===== src/rtl/pe_array_core_if.sv =====
// Stream bundle between the fetchers, the PE array core and the output writer.
// The input word carries the flush bit, the shared feature vector and every PE's filter.
interface pe_array_core_if #(
    parameter int NUM_PES     = 4,
    parameter int VEC_SIZE    = 4,
    parameter int DATA_WIDTH  = 8,
    parameter int ACCUM_WIDTH = 32
);
    localparam int IW = 1 + VEC_SIZE*DATA_WIDTH + NUM_PES*VEC_SIZE*DATA_WIDTH;
    localparam int OW = NUM_PES*ACCUM_WIDTH;

    logic          ivalid;
    logic          iready;
    logic [IW-1:0] idata;
    logic          ovalid;
    logic          oready;
    logic [OW-1:0] odata;

    modport master (
        output ivalid, idata, oready,
        input  iready, ovalid, odata
    );

    modport slave (
        input  ivalid, idata, oready,
        output iready, ovalid, odata
    );
endinterface


===== src/rtl/pe_array_core.sv =====
// Fixed-latency array of dot-product PEs sharing one broadcast feature vector,
// each folding its result into a private wrapping accumulator.
module pe_array_core #(
    parameter int NUM_PES          = 4,
    parameter int VEC_SIZE         = 4,
    parameter int DATA_WIDTH       = 8,
    parameter int ACCUM_WIDTH      = 32,
    parameter int TOTAL_LATENCY    = 4,
    parameter int NUM_FLUSH_CYCLES = 1
) (
    input  logic           clock,
    input  logic           resetn,
    pe_array_core_if.slave io
);
    localparam int IW    = 1 + VEC_SIZE*DATA_WIDTH + NUM_PES*VEC_SIZE*DATA_WIDTH;
    localparam int OW    = NUM_PES*ACCUM_WIDTH;
    localparam int PW    = 2*DATA_WIDTH;
    localparam int SW    = 2*DATA_WIDTH + $clog2(VEC_SIZE) + 1;
    localparam int EXTRA = (TOTAL_LATENCY > 4) ? TOTAL_LATENCY - 4 : 0;
    localparam int FOFS  = 1 + VEC_SIZE*DATA_WIDTH;

    // The warm-up word count is a host-side contract only.
    localparam int unused_num_flush = NUM_FLUSH_CYCLES;
    logic unused_oready;
    assign unused_oready = io.oready;

    assign io.iready = resetn;

    // S1: input register
    logic          s1_valid_q, s1_valid_d;
    logic [IW-1:0] s1_word_q,  s1_word_d;

    always_comb begin
        s1_valid_d = io.ivalid;
        s1_word_d  = s1_word_q;
        if (io.ivalid) s1_word_d = io.idata;
    end

    always_ff @(posedge clock or negedge resetn) begin
        if (!resetn) begin
            s1_valid_q <= 1'b0;
            s1_word_q  <= '0;
        end else begin
            s1_valid_q <= s1_valid_d;
            s1_word_q  <= s1_word_d;
        end
    end

    logic                         s1_flush;
    logic signed [DATA_WIDTH-1:0] feat [VEC_SIZE];
    logic signed [DATA_WIDTH-1:0] filt [NUM_PES][VEC_SIZE];

    assign s1_flush = s1_word_q[0];

    for (genvar j = 0; j < VEC_SIZE; j++) begin : g_feat
        assign feat[j] = s1_word_q[1 + j*DATA_WIDTH +: DATA_WIDTH];
        for (genvar p = 0; p < NUM_PES; p++) begin : g_filt
            assign filt[p][j] = s1_word_q[FOFS + (p*VEC_SIZE + j)*DATA_WIDTH +: DATA_WIDTH];
        end
    end

    // S2: signed products
    logic                 s2_valid_q, s2_valid_d;
    logic                 s2_flush_q, s2_flush_d;
    logic signed [PW-1:0] prod_q [NUM_PES][VEC_SIZE];
    logic signed [PW-1:0] prod_d [NUM_PES][VEC_SIZE];

    always_comb begin
        s2_valid_d = s1_valid_q;
        s2_flush_d = s1_flush;
        for (int p = 0; p < NUM_PES; p++) begin
            for (int j = 0; j < VEC_SIZE; j++) begin
                prod_d[p][j] = PW'(feat[j]) * PW'(filt[p][j]);
            end
        end
    end

    always_ff @(posedge clock or negedge resetn) begin
        if (!resetn) begin
            s2_valid_q <= 1'b0;
            s2_flush_q <= 1'b0;
            for (int p = 0; p < NUM_PES; p++) begin
                for (int j = 0; j < VEC_SIZE; j++) begin
                    prod_q[p][j] <= '0;
                end
            end
        end else begin
            s2_valid_q <= s2_valid_d;
            s2_flush_q <= s2_flush_d;
            prod_q     <= prod_d;
        end
    end

    // Per-PE reduction; SW carries one spare bit so the sum is exact.
    logic signed [SW-1:0] dot_d [NUM_PES];

    always_comb begin
        for (int p = 0; p < NUM_PES; p++) begin
            dot_d[p] = '0;
            for (int j = 0; j < VEC_SIZE; j++) begin
                dot_d[p] = dot_d[p] + SW'(prod_q[p][j]);
            end
        end
    end

    logic                 s3_valid;
    logic                 s3_flush;
    logic signed [SW-1:0] dot_s [NUM_PES];

    // With only three stages the reduction folds into the accumulate cycle.
    if (TOTAL_LATENCY >= 4) begin : g_s3
        logic                 s3_valid_q;
        logic                 s3_flush_q;
        logic signed [SW-1:0] dot_q [NUM_PES];

        always_ff @(posedge clock or negedge resetn) begin
            if (!resetn) begin
                s3_valid_q <= 1'b0;
                s3_flush_q <= 1'b0;
                for (int p = 0; p < NUM_PES; p++) dot_q[p] <= '0;
            end else begin
                s3_valid_q <= s2_valid_q;
                s3_flush_q <= s2_flush_q;
                dot_q      <= dot_d;
            end
        end

        assign s3_valid = s3_valid_q;
        assign s3_flush = s3_flush_q;
        assign dot_s    = dot_q;
    end else begin : g_no_s3
        assign s3_valid = s2_valid_q;
        assign s3_flush = s2_flush_q;
        assign dot_s    = dot_d;
    end

    // S4: accumulate; flush replaces rather than adds, so the flushing word counts.
    logic          s4_valid_q, s4_valid_d;
    logic [OW-1:0] acc_q,      acc_d;

    always_comb begin
        s4_valid_d = s3_valid;
        acc_d      = acc_q;
        if (s3_valid) begin
            for (int p = 0; p < NUM_PES; p++) begin
                if (s3_flush) begin
                    acc_d[p*ACCUM_WIDTH +: ACCUM_WIDTH] = ACCUM_WIDTH'(dot_s[p]);
                end else begin
                    acc_d[p*ACCUM_WIDTH +: ACCUM_WIDTH] =
                        acc_q[p*ACCUM_WIDTH +: ACCUM_WIDTH] + ACCUM_WIDTH'(dot_s[p]);
                end
            end
        end
    end

    always_ff @(posedge clock or negedge resetn) begin
        if (!resetn) begin
            s4_valid_q <= 1'b0;
            acc_q      <= '0;
        end else begin
            s4_valid_q <= s4_valid_d;
            acc_q      <= acc_d;
        end
    end

    // Tail delay stages only load on valid so odata keeps the last result.
    if (EXTRA > 0) begin : g_tail
        logic          dly_valid_q [EXTRA];
        logic          dly_valid_d [EXTRA];
        logic [OW-1:0] dly_data_q  [EXTRA];
        logic [OW-1:0] dly_data_d  [EXTRA];

        always_comb begin
            dly_valid_d[0] = s4_valid_q;
            dly_data_d[0]  = dly_data_q[0];
            if (s4_valid_q) dly_data_d[0] = acc_q;
            for (int k = 1; k < EXTRA; k++) begin
                dly_valid_d[k] = dly_valid_q[k-1];
                dly_data_d[k]  = dly_data_q[k];
                if (dly_valid_q[k-1]) dly_data_d[k] = dly_data_q[k-1];
            end
        end

        always_ff @(posedge clock or negedge resetn) begin
            if (!resetn) begin
                for (int k = 0; k < EXTRA; k++) begin
                    dly_valid_q[k] <= 1'b0;
                    dly_data_q[k]  <= '0;
                end
            end else begin
                dly_valid_q <= dly_valid_d;
                dly_data_q  <= dly_data_d;
            end
        end

        assign io.ovalid = dly_valid_q[EXTRA-1];
        assign io.odata  = dly_data_q[EXTRA-1];
    end else begin : g_no_tail
        assign io.ovalid = s4_valid_q;
        assign io.odata  = acc_q;
    end
endmodule


===== src/flat_wrapper.sv =====
// flat-port wrapper written by rule: the top's interface ports become plain ports
module pe_array_core_flat 
#(
    parameter int NUM_PES          = 4,
    parameter int VEC_SIZE         = 4,
    parameter int DATA_WIDTH       = 8,
    parameter int ACCUM_WIDTH      = 32,
    parameter int TOTAL_LATENCY    = 4,
    parameter int NUM_FLUSH_CYCLES = 1
)
  (clock, resetn, io_ivalid, io_idata, io_oready, io_iready, io_ovalid, io_odata);
  pe_array_core_if #(.NUM_PES(NUM_PES), .VEC_SIZE(VEC_SIZE), .DATA_WIDTH(DATA_WIDTH), .ACCUM_WIDTH(ACCUM_WIDTH)) io_i ();
  input  logic clock;
  input  logic resetn;
  input wire logic [$bits(io_i.ivalid)-1:0] io_ivalid;
  input wire logic [$bits(io_i.idata)-1:0] io_idata;
  input wire logic [$bits(io_i.oready)-1:0] io_oready;
  output wire logic [$bits(io_i.iready)-1:0] io_iready;
  output wire logic [$bits(io_i.ovalid)-1:0] io_ovalid;
  output wire logic [$bits(io_i.odata)-1:0] io_odata;
  assign io_i.ivalid = io_ivalid;
  assign io_i.idata = io_idata;
  assign io_i.oready = io_oready;
  assign io_iready = io_i.iready;
  assign io_ovalid = io_i.ovalid;
  assign io_odata = io_i.odata;
  pe_array_core #(.NUM_PES(NUM_PES), .VEC_SIZE(VEC_SIZE), .DATA_WIDTH(DATA_WIDTH), .ACCUM_WIDTH(ACCUM_WIDTH), .TOTAL_LATENCY(TOTAL_LATENCY), .NUM_FLUSH_CYCLES(NUM_FLUSH_CYCLES)) u_core (.clock(clock), .resetn(resetn), .io(io_i));
endmodule

===== config.mk =====
export PLATFORM = sky130hd
export DESIGN_NAME = pe_array_core_flat
export DESIGN_NICKNAME = d
export VERILOG_FILES = /design/src/rtl/pe_array_core_if.sv /design/src/rtl/pe_array_core.sv /design/src/flat_wrapper.sv
export SDC_FILE = /design/constraint.sdc
export NUM_CORES = 2
export LEC_CHECK = 0
export CORE_MARGIN = 2
export CORE_UTILIZATION = 60
export CTS_CLUSTER_DIAMETER = 80
export DETAILED_ROUTE_END_ITERATION = 10
export GPL_ROUTABILITY_DRIVEN = 0
export GPL_TIMING_DRIVEN = 0
export MAX_ROUTING_LAYER = met4
export PLACE_DENSITY = 0.83
export SLEW_MARGIN = 20
export SYNTH_ARGS = -nofsm -noshare
export SYNTH_HDL_FRONTEND = slang
export SYNTH_SLANG_ARGS = --single-unit

===== constraint.sdc =====
create_clock -name clock -period 12.51 [get_ports clock]
set_input_delay 3.1275 -clock clock [delete_from_list [all_inputs] [get_ports clock]]
set_output_delay 3.1275 -clock clock [all_outputs]
set_load 0.01 [all_outputs]

Word-level counts from Yosys, hierarchy flattened
Cells that the tools add are included.
{"block": "op_classes", "mux": 4, "addsub": 16, "multipliers": 16}
{"op": "8-bit by 8-bit multiplier with 16-bit output", "count": 16}
{"op": "32-bit adder", "count": 4}
{"op": "32-bit two-way mux", "count": 4}
{"op": "19-bit by 16-bit adder with 19-bit output", "count": 4}
{"op": "17-bit by 16-bit adder with 18-bit output", "count": 4}
{"op": "16-bit by 16-bit adder with 17-bit output", "count": 4}
{"block": "totals", "regBits": 627, "in_bits": 165, "wordCells": 64, "output_inout_bits": 130}

Logic depth before layout (Yosys ltp)
{"block": "logic_depth", "word_depth": 3, "depth_mapped": 26, "mapped_depth_nobuf": 26}

Least setup slack after synthesis
OpenSTA, ideal clock, no wires.
{"block": "synth_timing", "kind": "input -> output", "from": "input resetn", "to": "output io_iready", "arrival_ns": 3.247, "required_ns": 9.382, "stages": 1, "setup_slack_ns": 6.136, "n_path_buf": 1, "cell_sequence": "buf_4"}
{"item": "start, declared", "line": "flat_wrapper.sv:14", "rtl": "input logic resetn;"}
{"item": "end, declared", "line": "flat_wrapper.sv:18", "rtl": "output wire logic [$bits(io_i.iready)-1:0] io_iready;"}
No word-level cell between the ends.

Final worst setup path
{"block": "layout_timing", "from": "input resetn", "to": "output io_iready"}
No word-level cell between the ends.

==> results.md <==
- FP Rows: 126
- Skew final: 0.0351 ns
- GR Util All Layers: 0.354
- Critical path type: in2out
- Grt total ovfl: 0
- Final period utilization: 0.579
- Post-synth top area share: 0.270
- EDFF count, synth: 0
- H-Tree Depth: 3
- HP Class: reg2reg
- Pre-Repair DR Iteration Count: 8
- Setup crit end kind: output pin
- CP required: 9.38 ns
- Largest net degree at the start of global routing: 96
- Syn_area_per_cell: 9.70 um^2
- Yosys reg bits: 627
- DR WL/cell: 21.8 um
- CP Cell Sequence: buf_8, buf_4, clkdlybuf4s50_1
- # port buffers: 293
- Multi-input gate area: 0.0496 mm^2
- Tmin final: 7.25 ns
- FILL cells: 8582
- Synth top area cells: fa_1 27%, dfrtp_1 22%, ha_1 13%
- Vias/cell: 5.86
- Pre-CTS setup slack: 5.21 ns
- Slew Limit Headroom: 0.255
- RSZ-0062 raised after global routing: no
- Post-DP HPWL: 164 mm
- Flip-flop and latch area: 0.0157 mm^2
- TNS Setup: 0 ns
- Post-Syn Area: 0.0709 mm^2
- Initial core utilization: 0.603
- Worst-path fanout max: 47
- Least-Margin Pin Slew: 1.12 ns
- Boundary Pins: 295
- Clock buffer depth: 3
- Reg2reg path depth: 18
- CTS tree: done
- Setup crit start kind: input pin
- FMAX: 0.138 GHz
- Post-route ant nets: 0
- CP endpoint: io_iready
- Initial DRC count: 4367
- WL final: 203 mm
- Area leader, netlist: fa_1
- Initial antenna violation count: 8
- Final worst setup slack: 5.26 ns
- Count of clock tree sinks: 627
- Hold bufs inserted after CTS: 0
- Max-cap violations: 0
- Total number of yosys warnings: 0
- Worst endpoint data arrival time: 4.12 ns
- Top-count cell post-synth: inv_1
- Crit path launch: resetn
- Status: finished clean
- Worst hold path startpoint: u_core.s1_valid_q$_DFF_PN0_
- Routed via count: 54500
- Worst-skew pair later-pin latency: 0.70 ns
- Worst-path clk slew: 0.06 ns
- CTS root buffer: clkbuf_16
- DR DRC count: 0
- CTS Buf Count: 78
- Most frequent cells after synthesis: 1295 x inv_1, 956 x fa_1, 728 x ha_1
- Endpoints failing setup: 0
- Sequential share of the synthesized area: 0.221
- Final hold vios: 0
- Number of global-route vias before repair: 58500
- Synth async-reset ratio: 1.00
- NumNets Final: 9546
- CP max stage delay: 0.52 ns
- R2r setup slk: 6.33 ns
- Post-synth net total: 9162
- P&R area growth vs syn: 11.1%
- Max-slew violations: 0
- Synth unique cells: 68
- Slowest CP cell: clkdlybuf4s50_1
- Reg2reg start: u_core.s1_word_q[32]$_DFFE_PN0P_
- Top_reg_cell synth: dfrtp_1
- DIE WIDTH: 348 um
- Layout cells sized above 1: 0.0406
- First-pass GRT wire length: 319 mm
- Core Footprint: 0.118 mm^2
- Die height: 348 um
- RR Endpoint: u_core.prod_q[207]$_DFF_PN0_
- Resized cells post-CTS: 0
- Die area: 0.121 mm^2
- Mapped Cells: 7313
- Post-CTS Setup Bufs: 0
==> cell usage in the layout (no fill, tap or decap), types with 252 or more instances in the layout <==
master | netlist | routed
fa_1 | 956 | 956
clkdlybuf4s50_1 | 0 | 292
ha_1 | 728 | 728
o21ai_0 | 252 | 252
xnor2_1 | 349 | 349
a21oi_1 | 359 | 359
inv_1 | 1295 | 1295
nor2_1 | 380 | 380
nand2_1 | 521 | 521
dfrtp_1 | 627 | 627
and2_1 | 594 | 594
==> state kept, by name (all words and copies together) (netlist names) <==
register and flops:
u_core.s2_flush_q 1, u_core.s2_valid_q 1, u_core.g_s3.s3_flush_q 1, u_core.g_s3.s3_valid_q 1
u_core.io.ovalid 1, u_core.s1_word_q 161, u_core.prod_q 256, u_core.dot_s 76
u_core.io.odata 128, u_core.s1_valid_q 1
==> worst min path at each step <==
stage,to,slack (ns),cells after the start
after floorplan,u_core.g_s3.s3_flush_q$_DFF_PN0_,0.33,0
after global placement,u_core.g_s3.s3_valid_q$_DFF_PN0_,0.33,0
after detailed placement,u_core.g_s3.s3_valid_q$_DFF_PN0_,0.33,0
after CTS,u_core.g_s3.s3_valid_q$_DFF_PN0_,0.35,0
after global routing,u_core.s2_valid_q$_DFF_PN0_,0.36,0
final,u_core.s2_valid_q$_DFF_PN0_,0.34,0
==> final cells by class <==
cell class / instances / share of cell area
multi-input cells: 5175 / 0.629
inverters: 1308 / 0.0623
diodes: 7 / 0.000222
clock buffers: 109 / 0.0276
plain buffers: 203 / 0.00989
flip-flops and latches: 627 / 0.199
clock inverters: 36 / 0.00611
repair buffers: 304 / 0.0411
well taps: 1536 / 0.0244
==> through the flow <==
stage / util / cell area [um^2] / std cells / hold WS, ns
2_1_floorplan: - / 70900 / 7313 / 0.331
3_3_place_gp: 0.644 / 75800 / 9142 / 0.334
3_5_place_dp: 0.647 / 76100 / 9153 / 0.335
4_1_cts: 0.670 / 78800 / 9298 / 0.348
5_1_grt: 0.670 / 78800 / 9303 / 0.357
6_report: 0.670 / 78800 / 9305 / 0.344
==> layer usage <==
layer,vias up,part of all wire,track usage,wire length (um)
met5,-,0,-,0
met3,846,0.086,0.0681,17500
met1,27100,0.36,0.404,73000
met4,0,0.084,0.242,17100
li1,23900,-,-,-
met2,2684,0.47,0.566,95700
==> critical path, delay by kind of cell <==
family / cells / cell delay, ns
buffers and inverters: 3 / 0.98
==> cell families (layout without fill, tap and decap cells) <==
group / count (synthesis) / in the layout / share of synthesized area
AO/OA/AOI/OAI: 1064 / 1064 / 0.0926
XOR/XNOR: 444 / 444 / 0.0548
adder cells (fa/ha/maj): 1684 / 1684 / 0.398
buffers and inverters: 1511 / 1960 / 0.0801
flip-flops: 627 / 627 / 0.221
multiplexers: 168 / 168 / 0.0263
other: 0 / 7 / 0
AND/OR/NAND/NOR: 1815 / 1815 / 0.127
Power is not shown: default switching activity piles up to over one toggle a cycle in this logic, so the estimate is an artifact.
